[src/rtl/cdb_pkg.sv]
// Shared CDB types and defaults; also imported by the ROB, the reservation stations and the register status table.
package cdb_pkg;
  localparam int CDB_NUM_REQ = 5;
  localparam int CDB_DATA_W  = 32;
  localparam int CDB_TAG_W   = 4;

  typedef struct packed {
    logic [CDB_TAG_W-1:0]  tag;
    logic [CDB_DATA_W-1:0] value;
    logic                  br_taken;
  } cdb_packet_t;

  // ROB tag 0 never names a live entry.
  localparam logic [CDB_TAG_W-1:0] CDB_TAG_INVALID = '0;

  function automatic logic tag_is_valid(input logic [CDB_TAG_W-1:0] t);
    return t != CDB_TAG_INVALID;
  endfunction
endpackage

[src/rtl/rr_picker.sv]
// Combinational rotating-priority encoder: first eligible index at or after ptr, wrapping modulo N.
// Written generically so RS-to-ALU dispatch can reuse it.
module rr_picker #(
  parameter int N     = 5,
  parameter int IDX_W = $clog2(N)
) (
  input  logic [N-1:0]     eligible,
  input  logic [IDX_W-1:0] ptr,
  output logic [N-1:0]     grant,
  output logic             any_grant,
  output logic [IDX_W-1:0] winner
);
  always_comb begin
    int idx;
    grant     = '0;
    any_grant = 1'b0;
    winner    = '0;
    idx       = 0;
    for (int off = 0; off < N; off++) begin
      // N need not be a power of two, so wrap explicitly.
      idx = int'(ptr) + off;
      if (idx >= N) idx = idx - N;
      if (!any_grant && eligible[IDX_W'(idx)]) begin
        grant[IDX_W'(idx)] = 1'b1;
        any_grant          = 1'b1;
        winner             = IDX_W'(idx);
      end
    end
  end
endmodule

[src/rtl/cdb_arbiter.sv]
// Common-data-bus arbiter: rotating-priority grant among result producers, registered broadcast.
// Optional CDB_LSQ_PRIORITY_EN: the LSQ load port (index NUM_REQ-1) preempts the round-robin ring.
module cdb_arbiter
  import cdb_pkg::*;
#(
  parameter int NUM_REQ = CDB_NUM_REQ,
  parameter int DATA_W  = CDB_DATA_W,
  parameter int TAG_W   = CDB_TAG_W
) (
  input  logic                       clk,
  input  logic                       reset,
  input  logic                       flush,
  input  logic        [NUM_REQ-1:0]  req_valid,
  input  cdb_packet_t [NUM_REQ-1:0]  req_pkt,
  output logic        [NUM_REQ-1:0]  req_ready,
  output logic                       cdb_valid,
  output logic        [TAG_W-1:0]    cdb_tag,
  output logic        [DATA_W-1:0]   cdb_value,
  output logic                       cdb_br_taken
);
  localparam int IDX_W = $clog2(NUM_REQ);

  logic [NUM_REQ-1:0] elig, drop, pick_elig, pick_oh, win_oh;
  logic               pick_any, win_any, adv_ptr, grant_ok;
  logic [IDX_W-1:0]   rr_ptr, rr_ptr_nxt, pick_idx, win_idx;
  cdb_packet_t        win_pkt;

  // Valid requests carrying the invalid tag are acknowledged and discarded.
  for (genvar i = 0; i < NUM_REQ; i++) begin : g_req
    assign elig[i] = req_valid[i] &  tag_is_valid(req_pkt[i].tag);
    assign drop[i] = req_valid[i] & ~tag_is_valid(req_pkt[i].tag);
  end

`ifdef CDB_LSQ_PRIORITY_EN
  logic lsq_win;
  assign lsq_win   = elig[NUM_REQ-1];
  assign pick_elig = {1'b0, elig[NUM_REQ-2:0]};
  assign win_any   = lsq_win | pick_any;
  assign win_idx   = lsq_win ? IDX_W'(NUM_REQ-1) : pick_idx;
  assign win_oh    = lsq_win ? {1'b1, {(NUM_REQ-1){1'b0}}} : pick_oh;
  // An LSQ preemption leaves the ring position untouched.
  assign adv_ptr   = pick_any & ~lsq_win;
`else
  assign pick_elig = elig;
  assign win_any   = pick_any;
  assign win_idx   = pick_idx;
  assign win_oh    = pick_oh;
  assign adv_ptr   = pick_any;
`endif

  rr_picker #(.N(NUM_REQ), .IDX_W(IDX_W)) u_pick (
    .eligible  (pick_elig),
    .ptr       (rr_ptr),
    .grant     (pick_oh),
    .any_grant (pick_any),
    .winner    (pick_idx)
  );

  assign grant_ok   = win_any & ~flush & ~reset;
  assign win_pkt    = req_pkt[win_idx];
  assign rr_ptr_nxt = (win_idx == IDX_W'(NUM_REQ-1)) ? '0 : win_idx + IDX_W'(1);
  assign req_ready  = (grant_ok ? win_oh : '0) | (reset ? '0 : drop);

  always_ff @(posedge clk) begin
    if (reset) begin
      rr_ptr       <= '0;
      cdb_valid    <= 1'b0;
      cdb_tag      <= '0;
      cdb_value    <= '0;
      cdb_br_taken <= 1'b0;
    end else begin
      cdb_valid <= grant_ok;
      // Payload only moves on a grant; consumers key off cdb_valid.
      if (grant_ok) begin
        cdb_tag      <= win_pkt.tag;
        cdb_value    <= win_pkt.value;
        cdb_br_taken <= win_pkt.br_taken;
        if (adv_ptr) rr_ptr <= rr_ptr_nxt;
      end
    end
  end
endmodule

[config.mk]
export PLATFORM = sky130hd
export DESIGN_NAME = cdb_arbiter
export DESIGN_NICKNAME = d
export VERILOG_FILES = /design/src/rtl/cdb_pkg.sv /design/src/rtl/rr_picker.sv /design/src/rtl/cdb_arbiter.sv
export SDC_FILE = /design/constraint.sdc
export NUM_CORES = 1
export LEC_CHECK = 0
export ABC_AREA = 1
export CORE_MARGIN = 2
export CORE_UTILIZATION = 40
export CTS_CLUSTER_DIAMETER = 50
export DETAILED_ROUTE_END_ITERATION = 10
export GPL_ROUTABILITY_DRIVEN = 1
export PLACE_DENSITY_LB_ADDON = 0.3
export SETUP_SLACK_MARGIN = 0.5
export SLEW_MARGIN = 15
export SYNTH_ARGS = -nofsm -noshare
export SYNTH_HDL_FRONTEND = slang
export SYNTH_HIERARCHICAL = 1
export SYNTH_SLANG_ARGS = --single-unit
[constraint.sdc]
create_clock -name clk -period 3.51 [get_ports clk]
set_input_delay 0.702 -clock clk [delete_from_list [all_inputs] [get_ports clk]]
set_output_delay 0.702 -clock clk [all_outputs]
set_load 0.01 [all_outputs]
======== After elaboration in Yosys (flattened, before gate mapping) ========
Index checks and enable logic that the tools add are counted.
word-level totals
  RAM bits ................................ 0
  bits in registers ....................... 41
  logic and storage cells ................. 125
  memory bits (read-only) ................. 0
  input port bits ......................... 193
  bits in latches ......................... 0
  output and inout bits ................... 43
  memories ................................ 0
cells by class
  shift operators ......................... 0
  reductions and logical operators ........ 19
  muxes and demuxes ....................... 50
  divide/modulo/power cells ............... 0
  $lt $le $gt $ge ......................... 16
  multipliers ............................. 0
  bitwise logic cells ..................... 24
  equal/unequal tests ..................... 1
  $add $sub $neg .......................... 10
operators with widths
  cell                                                                          count
  37-bit binary-select mux with 3-bit select                                    1
  37-bit 2-to-1 mux                                                             1
  5-bit 2-to-1 mux                                                              7
  3-bit 2-to-1 mux                                                              11
  3-bit by 5-bit less-than comparator with 1-bit output, second input constant  5
  5-bit OR                                                                      5
  1-bit 2-to-1 mux                                                              20
  4-bit nonzero test                                                            5
  4-bit by 3-bit >= comparator with 1-bit output, second input constant         4
  1-bit binary-select mux with 3-bit select                                     5
  1-bit demux with 3-bit select                                                 5
  3-bit by 1-bit >= comparator with 1-bit output, second input constant         5
  3-bit subtractor, second input constant                                       5
  1-bit AND                                                                     12
  1-bit logical AND                                                             9
  3-bit by 2-bit adder with 4-bit output, second input constant                 2
  1-bit NOT                                                                     7
  3-bit by 1-bit adder with 4-bit output, second input constant                 1
  3-bit by 3-bit adder with 4-bit output, second input constant                 1
  1-bit zero test                                                               4
  3-bit by 4-bit less-than comparator with 1-bit output, second input constant  1
  3-bit by 1-bit adder with 3-bit output, second input constant                 1
  3-bit == test, second input constant                                          1
  3-bit >= comparator, second input constant                                    1
  2-bit AND reduction                                                           1

======== Depth between registers and ports, before layout ========
Gate-level depths: netlist of the first run.
  depth after elaboration ................. 22
  mapped depth ............................ 24
  gate-level depth less buffers ........... 22

======== Hierarchy ========
Netlist of the first run, hierarchy kept.
modules (own cells, without submodules)
  module       seq. area each (µm²)  times used  area each (µm²)  cells an instance
  cdb_arbiter  820.8                 1           4189.0           832
  rr_picker    0.0                   1           1246.2           235

======== Least setup slack after synthesis of the first run ========
Ideal clock, no wire load.
  path kind ............................... reg-to-reg
  start ................................... register rr_ptr[1]
  end ..................................... register rr_ptr[2]
  arrival time ............................ 3278 ps
  library setup time ...................... 59 ps
  period minus slack after synthesis ...... 3337 ps
  data required time ...................... 3451 ps
  buffers on the path ..................... 2
  stages on the path, launching flop included .. 22
  setup slack ............................. 173 ps
  cells stage by stage .................... dfxtp_1 -> inv_1 -> ha_1 -> ha_1 -> o21ai_1 -> nand2_1 -> nand2_1 -> nand2_1 -> nor2_2 -> nand3_1 -> nand2_1 -> nor2_1 -> nor2_4 -> nand3_1 -> nand4_1 -> clkinv_1 -> buf_2 -> buf_1 -> ha_1 -> o21ai_0 -> o211ai_1 -> nand2_1
between the ends
  elaborated cells between the ends (all ways) .. 58
  classes of those cells .................. add/sub: 10; order compare: 5; eq/ne: 1; mux: 31; bitwise: 2; reduce/logical: 9
RTL lines
  element                                                                          line               source
  start: declaration                                                               cdb_arbiter.sv:25  logic [IDX_W-1:0] rr_ptr, rr_ptr_nxt, pick_idx, win_idx;
  start signal: assignment                                                         cdb_arbiter.sv:78  if (adv_ptr) rr_ptr <= rr_ptr_nxt;
  branches (longest 17 deep; another with 3-bit by 1-bit adder with 4-bit output)  -
  3-bit 2-to-1 mux (*)                                                             rr_picker.sv:23    if (!any_grant && eligible[IDX_W'(idx)]) begin
  via pick_idx[0]                                                                  cdb_arbiter.sv:25
  3-bit by 1-bit adder with 3-bit output / 3-bit == test (equally long branches)   cdb_arbiter.sv:61  assign rr_ptr_nxt = (win_idx == IDX_W'(NUM_REQ-1)) ? '0 : win_idx + IDX_W'(1);
  3-bit 2-to-1 mux (*)                                                             cdb_arbiter.sv:61
Mark *: on every way through the listed nets, which the timed path passes. The select of a mux whose other input is x is not followed.
A chain may end at the register's enable or synchronous reset.

======== Worst setup path after layout of the first run ========
  start ................................... input req_pkt[71] (netlist name)
  end ..................................... output req_ready[0]
between the ends
  elaborated cells between the ends (all ways) .. 43
  classes of those cells .................. mux: 26; bitwise: 8; reduce/logical: 9
RTL lines
  element                                              line               source
  start: declaration                                   cdb_arbiter.sv:14  input cdb_packet_t [NUM_REQ-1:0] req_pkt,
  4-bit nonzero test (*)                               cdb_pkg.sv:17      return t != CDB_TAG_INVALID;
  1-bit AND (*)                                        cdb_arbiter.sv:30  assign elig[i] = req_valid[i] & tag_is_valid(req_pkt[i].tag);
  via elig[1]                                          cdb_arbiter.sv:23  logic [NUM_REQ-1:0] elig, drop, pick_elig, pick_oh, win_oh;
  1-bit binary-select mux with 3-bit select            rr_picker.sv:23
  1-bit 2-to-1 mux (not written as such) (2 in a row)  rr_picker.sv:23
  1-bit 2-to-1 mux                                     rr_picker.sv:23
  1-bit zero test                                      rr_picker.sv:23
  1-bit logical AND                                    rr_picker.sv:23
  [5 not listed]                                       -
  1-bit logical AND                                    rr_picker.sv:23
  1-bit 2-to-1 mux                                     rr_picker.sv:23
  1-bit zero test                                      rr_picker.sv:23
  1-bit logical AND                                    rr_picker.sv:23
  5-bit 2-to-1 mux (*)                                 rr_picker.sv:23
  via pick_oh[0]                                       cdb_arbiter.sv:23
  5-bit 2-to-1 mux (*)                                 cdb_arbiter.sv:62  assign req_ready = (grant_ok ? win_oh : '0) | (reset ? '0 : drop);
  5-bit OR (*)                                         cdb_arbiter.sv:62
  end: declaration                                     cdb_arbiter.sv:15  output logic [NUM_REQ-1:0] req_ready,
Mark *: on every way through the listed nets, which the timed path passes. The rest lies on a longest branch. The select of a mux whose other input is x is not followed.

==> flow_metrics.py, run 1 <==
metrics = {
    "detailed_routing": {
        "dr.pass1.iters": 6,
        "routed_wl_um": 21200,
        "vias_per_cell": 4.70,
        "drc": 0,
        "drt_iter0_drc": 443,
        "ant_nets": 0,
        "via_count": 7527,
        "wl_per_cell_um": 13.3,
    },
    "grt": {
        "grt_pass1_vias": 7007,
        "grtUsageTotal_pct": 28.5,
        "grt_antenna_before_repair": 1,
        "grt_overflow": 0,
        "grt_max_degree": 36,
        "grt_pass1_wl_um": 33100,
    },
    "final_layout": {
        "final_layout_size_suffix_gt1_share_pct": 25.2,
        "fin_util_pct": 73.6,
        "nFillCells": 1134,
        "area_growth_pct": 79.2,
        "nets": 1628,
    },
    "synth": {
        "synth_top_cells_by_count": "356 x nand2_1, 224 x inv_1, 123 x nand3_1",
        "yosys_register_bits": 41,
        "synth_top_area_share_pct": 24.6,
        "synth_area_leaders": "nand2_1 25%, inv_1 15%, dfxtp_1 15%, nand3_1 11%, nor2_1 6.7%",
        "synth_top_flop_cell": "dfxtp_1",
        "syn-instance-count": 1067,
        "syn_nets": 1272,
        "async_flop_share_pct": 0,
        "syn_area_um2": 5440,
        "yosys.area.top_type": "nand2_1",
        "ys_types": 36,
        "synth_edf_count": 0,
        "synth_area_per_cell_um2": 5.09,
        "ys_seq_area_share_pct": 15.1,
        "ys_warn_count": 6,
        "yosysMostFrequentCell": "nand2_1",
    },
    "outcome": {
        "outcome": "finished, final reports clean",
    },
    "clock_network": {
        "clkSinkCount": 41,
        "cts_tree": "yes",
        "clock_path_buffers": 2,
        "numCtsBuffers": 5,
        "clock-root-buffer": "clkbuf_16",
        "clkLatencyLatePin_ns": 0.28,
        "clk_pin_slew_ns": 0.06,
        "htree_num_levels": 2,
    },
    "timing": {
        "finalSetupTns_ns": 0,
        "rsz0062_at_grt": "true",
        "fmax_mhz": 286,
        "min_period_ns": 3.50,
        "post-route-period-util_pct": 99.7,
        "slew_violations": 0,
        "finalClockSkew_ns": 0.00697,
        "finalHoldViolations": 0,
        "setup_violations": 0,
    },
    "placement": {
        "dp_hpwl_um": 16700,
        "io_buffers": 235,
        "gp_congestion": 0.924,
    },
    "floorplanning": {
        "std_cell_rows": 42,
        "die_x_um": 121,
        "die-area_um2": 14500,
        "initial_utilization_pct": 41.0,
        "coreArea_um2": 13200,
        "die-height_um": 121,
        "ios": 236,
    },
    "worst_setup_path": {
        "critPathCaptureType": "primary output",
        "setup.worst_path.class": "input pin to primary output",
        "crit_required_ns": 2.81,
        "worst_setup_path_start_kind": "input pin",
        "worst-path-max-fanout": 6,
        "cp.arrival_ns": 2.80,
    },
    "run": {
        "max_cap_violations": 0,
    },
    "worst_hold_path": {
        "hp-class": "flop to flop",
    },
}
cell families (layout without fill, tap and decap cells):
family / after synthesis / after routing / synth area share, %
AND/OR/NAND/NOR: 642 / 642 / 51.5
XOR/XNOR: 2 / 2 / 0.461
adder cells (fa/ha/maj): 12 / 12 / 2.90
buffers and inverters: 303 / 659 / 21.7
AO/OA/AOI/OAI: 66 / 66 / 8.22
other: 1 / 2 / 0.0690
flip-flops: 41 / 41 / 15.1
routing by layer:
metal,vias up,share of wire (%),track usage (%)
li1,3876,-,-
met5,-,0,0
met3,49,7.6,5.42
met1,3322,39,33.1
met4,0,3.5,10.3
met2,280,49,51.7
worst max-delay path, stage by stage:
cell	delay, ns
dlygate4sd2_1	0.23
inv_1	0.07
nand4_1	0.26
and2_4	0.29
inv_2	0.06
nand2_1	0.06
o21ai_1	0.07
nand3_1	0.09
nand3_2	0.12
buf_6	0.12
inv_2	0.04
nand2_4	0.07
inv_2	0.04
nand2_1	0.05
nand2_1	0.06
nor2_1	0.13
nand3_1	0.09
nand2_1	0.08
o21ai_2	0.05
buf_2	0.13
flip-flops by register name, indices dropped and copies added, names as in the netlist:
register / flops
cdb_value: 32
cdb_br_taken: 1
cdb_tag: 4
cdb_valid: 1
rr_ptr: 3
metrics by stage:
step / std cells / hold WS (ns) / setup slack [ns] / cell area (um2)
floorplan: 1067 / 0.509 / 0.439 / 5560
global placement: 1549 / 0.508 / -0.559 / 9000
detailed placement: 1549 / 0.515 / -0.598 / 9000
CTS: 1589 / 0.527 / 0.0780 / 9570
global route: 1600 / 0.552 / -0.149 / 9740
finish: 1600 / 0.528 / 0.0105 / 9740
layout make-up:
type                    count  area [um2]  area share (%)
repair buffers            393        3810            39.1
multi-input cells         723        3750            38.5
inverters                 259         997            10.2
flip-flops and latches     41         830            8.52
well taps                 176         220            2.26
clock buffers               6         129            1.32
clock inverters             1        5.00          0.0514
diodes                      1        2.50          0.0257
worst paths after layout:
path	start	end	slack, ns	cells after the start
setup / recovery	req_pkt[71]	req_ready[0]	0.01	20
setup reg to reg	rr_ptr[1]	cdb_value[31]	0.19	25
hold / removal	cdb_value[27]	cdb_value[27]	0.53	4
hold reg to reg	cdb_value[27]	cdb_value[27]	0.53	4
layout by cell type, fill, tap and decap left out, types with 4 or more instances in the layout:
cell type          n
o21ai_1            7
and2_4             5
ha_1               5
nand4_1           14
dfxtp_1           38
dlygate4sd2_1      9
clkdlybuf4s50_1  221
buf_6              8
nand2_4            6
inv_1            207
a21oi_1           12
nor2_2             8
buf_4            130
clkbuf_16          5
nand3_2           14
nor2_4             7
nor2_1            88
nand2_1          337
nand3_4            5
buf_12            17
a21oi_2           30
nand2_2           42
o21ai_2            8
inv_2             46
nand3_1          110
buf_2              4
timing repair:
item,4_1_cts,5_1_grt
gates resized for setup,85,30
hold endpoints to repair,0,0
hold buffers,0,0
pin swaps,30,27
setup endpoints to repair,45,44
setup buffers,31,10
gates cloned,2,0
Power of run 1 is not shown: default switching activity piles up to over one toggle a cycle in this logic, so the estimate is an artifact.
==> run 2, diff against run 1 <==
Settings changed: CORE_UTILIZATION 40 to 38, SYNTH_HIERARCHICAL 1 to not set.
==> flow_metrics.py, run 2 <==
metrics = {
    "timing": {
        "post-route-period-util_pct": 103,
        "hold_ws_ns": 0.516,
        "slew_violations": 0,
        "min_period_ns": 3.62,
        "setup_violations": 4,
        "fmax_mhz": 276,
        "rsz0062_at_grt": "true",
        "relSlewSlack_pct": 64.8,
        "finalSetupTns_ns": -0.418,
        "finalHoldViolations": 0,
        "setup_ws_ns": -0.109,
        "tightest_slew_ns": 0.528,
        "finalClockSkew_ns": 0.00448,
    },
    "clock_network": {
        "clkSinkCount": 41,
        "cts_hold_buffers": 0,
        "numCtsBuffers": 5,
        "htree_num_levels": 2,
        "clkLatencyLatePin_ns": 0.29,
        "clock_path_buffers": 2,
        "cts_tree": "yes",
        "clock-root-buffer": "clkbuf_16",
        "clk_pin_slew_ns": 0.07,
    },
    "worst_setup_path": {
        "reg2regPathDepth": 24,
        "setup.worst_path.class": "flop to primary output",
        "critPathCaptureType": "primary output",
        "slowest_delay_ns": 0.37,
        "cp_cell_sequence": "buf_6 -> ha_1 -> nand2_1 -> nand2_2 -> nand2_1 -> o21ai_4 -> inv_1 -> nor2_1 -> inv_1 -> a21oi_1 -> o21ai_0 -> buf_4 -> nand3_2 -> nor2_8 -> buf_4 -> a31oi_4 -> o32ai_4 -> buf_2",
        "worst_setup_path_start_kind": "flop",
        "cp.arrival_ns": 2.92,
        "critPathSlowestCell": "dfxtp_4",
        "crit_required_ns": 2.81,
        "rrSetupSlack_ns": 0.09,
        "worst-path-max-fanout": 7,
    },
    "synth": {
        "yosys.area.top_type": "nand3_1",
        "synth_area_leaders": "nand3_1 19%, nand2_1 18%, dfxtp_1 17%, inv_1 14%, a21oi_1 12%",
        "ys_seq_area_share_pct": 16.8,
        "syn_area_um2": 4880,
        "async_flop_share_pct": 0,
        "synth_edf_count": 0,
        "syn-instance-count": 909,
        "yosys_register_bits": 41,
        "ys_types": 35,
        "synth_top_area_share_pct": 19.1,
        "synth_top_cells_by_count": "233 x nand2_1, 186 x nand3_1, 181 x inv_1",
        "yosysMostFrequentCell": "nand2_1",
        "ys_warn_count": 0,
        "synth_top_flop_cell": "dfxtp_1",
        "synth_area_per_cell_um2": 5.37,
        "syn_nets": 1113,
    },
    "worst_hold_path": {
        "hp-class": "flop to flop",
        "hold_depth": 2,
    },
    "placement": {
        "dp_hpwl_um": 16100,
        "placed_cells": 1371,
        "pre_cts_slack_ns": -0.691,
        "io_buffers": 235,
        "gp_congestion": 0.986,
    },
    "floorplanning": {
        "die-area_um2": 13800,
        "die-height_um": 117,
        "std_cell_rows": 41,
        "die_x_um": 117,
        "initial_utilization_pct": 38.8,
        "coreArea_um2": 12600,
        "ios": 236,
    },
    "outcome": {
        "outcome": "complete, but fails checks",
        "violations": "negative setup slack",
    },
    "detailed_routing": {
        "via_count": 7252,
        "vias_per_cell": 5.15,
        "dr.pass1.iters": 5,
        "routed_wl_um": 22900,
        "wl_per_cell_um": 16.3,
        "drt_iter0_drc": 514,
        "ant_nets": 0,
        "drc": 0,
    },
    "grt": {
        "grtUsageTotal_pct": 31.7,
        "grt_overflow": 0,
        "grt_pass1_vias": 6969,
        "grt_antenna_before_repair": 0,
        "grt_pass1_wl_um": 35600,
        "grt_max_degree": 76,
    },
    "final_layout": {
        "nets": 1438,
        "nFillCells": 993,
        "fin_cells": 1407,
        "area_growth_pct": 96.1,
        "largest_reg_flops": 32,
        "most-common-layout-cells": "225 x clkdlybuf4s50_1, 206 x nand2_1, 169 x inv_1",
        "top_register": "cdb_value",
        "final_layout_size_suffix_gt1_share_pct": 25.7,
        "mostFrequentLayoutCell": "clkdlybuf4s50_1",
        "diodes": 0,
        "multi_input_area_um2": 3850,
        "largestRegisters": "cdb_value: 32 flops, cdb_tag: 4 flops, rr_ptr: 3 flops",
        "regArea_um2": 830,
    },
    "power_and_ir_drop": {
        "p_int_mw": 4.87,
        "combPwrFrac_pct": 85.9,
        "p_leak_nw": 4.90,
        "sequentialPowerShare_pct": 8.3,
        "vdd_drop_max_mv": 0.595,
        "p_switching_mw": 4.78,
        "switching_share_pct": 49.5,
        "p_per_area_nw_per_um2": 1010,
        "power.clock.fraction_pct": 5.8,
    },
    "run": {
        "max_cap_violations": 0,
    },
}
==> run 2: changes by cell type after synthesis, sizes merged, moves of 3 or more <==
cell,before,now
a21oi,43,118
a31oi,0,3
and2,5,0
buf,17,36
clkbuf,27,16
inv,257,188
nand2,385,238
nand3,129,189
nand4,15,5
nor2,103,30
o31ai,0,3
xor2,1,5
==> run 2: path summary, 6_finish.rpt <==
kind	start	end
hold reg to reg	cdb_value[21]	cdb_value[21]
hold / removal	cdb_value[21]	cdb_value[21]
setup / recovery	rr_ptr[0]	req_ready[1]
setup reg to reg	rr_ptr[1]	rr_ptr[2]
==> run 2: routing by layer <==
| layer | track usage, % | share of wire (%) | vias to the layer above |
|---|---|---|---|
| li1 | - | - | 3520 |
| met1 | 39.2 | 40 | 3321 |
| met2 | 56.3 | 50 | 353 |
| met3 | 4.96 | 7.5 | 58 |
| met4 | 9.94 | 3.3 | 0 |
| met5 | 0 | 0 | - |
==> run 2: critical path: cells and delay by family (launching register included) <==
kind / cells / cell delay (ns)
buffers and inverters: 6 / 0.79
AO/OA/AOI/OAI: 5 / 0.63
AND/OR/NAND/NOR: 6 / 0.63
flip-flops: 1 / 0.37
adder cells (fa/ha/maj): 1 / 0.21
==> run 2: power by group through the flow <==
stage / Sequential, mW / Combinational [mW] / Clock [mW]
2_1_floorplan: 0.887 / 3.60 / 0
3_3_place_gp: 0.801 / 6.17 / 0
3_5_place_dp: 0.804 / 6.19 / 0
4_1_cts: 0.800 / 7.87 / 0.560
5_1_grt: 0.828 / 8.86 / 0.584
6_report: 0.803 / 8.28 / 0.558
==> run 2: timing repair <==
item,in CTS,in global routing
resized for setup,170,51
cloned,6,0
setup buffers,16,6
pin swaps,130,25
setup endpoints to repair,45,45
==> run 2: final cells by class <==
cell class | count | share of cell area [%]
Multi-Input combinational cell | 627 | 40.2
Timing Repair Buffer | 370 | 39.4
Clock inverter | 3 | 0.458
Inverter | 189 | 7.66
Clock buffer | 5 | 1.31
Sequential cell | 41 | 8.67
Tap cell | 172 | 2.25
==> run 2: per-stage QoR <==
step | total power, mW | utilization, % | instance area, um2
6_report | 9.64 | 76.1 | 9570
5_1_grt | 10.3 | 76.1 | 9570
4_1_cts | 9.23 | 74.0 | 9300
3_5_place_dp | 6.99 | 65.6 | 8240
3_3_place_gp | 6.97 | 65.6 | 8240
2_1_floorplan | 4.48 | - | 5010
==> run 2: kinds of logic (layout without fill, tap and decap cells) <==
group           after synthesis  count (layout)  share of synthesized area [%]
compound gates              145             145                           15.6
flops                        41              41                           16.8
buf+inv                     241             567                           20.7
fa+ha+maj                    11              11                           2.97
simple gates                465             465                           42.6
xor+xnor                      6               6                           1.23
No activity file was read; power rests on OpenSTA's default activity.
==> run 3, diff against run 2 <==
Settings changed: CAP_MARGIN set to 20.
==> results of run 3 <==
The final DEF is identical to that of run 2; final timing and power are the same.
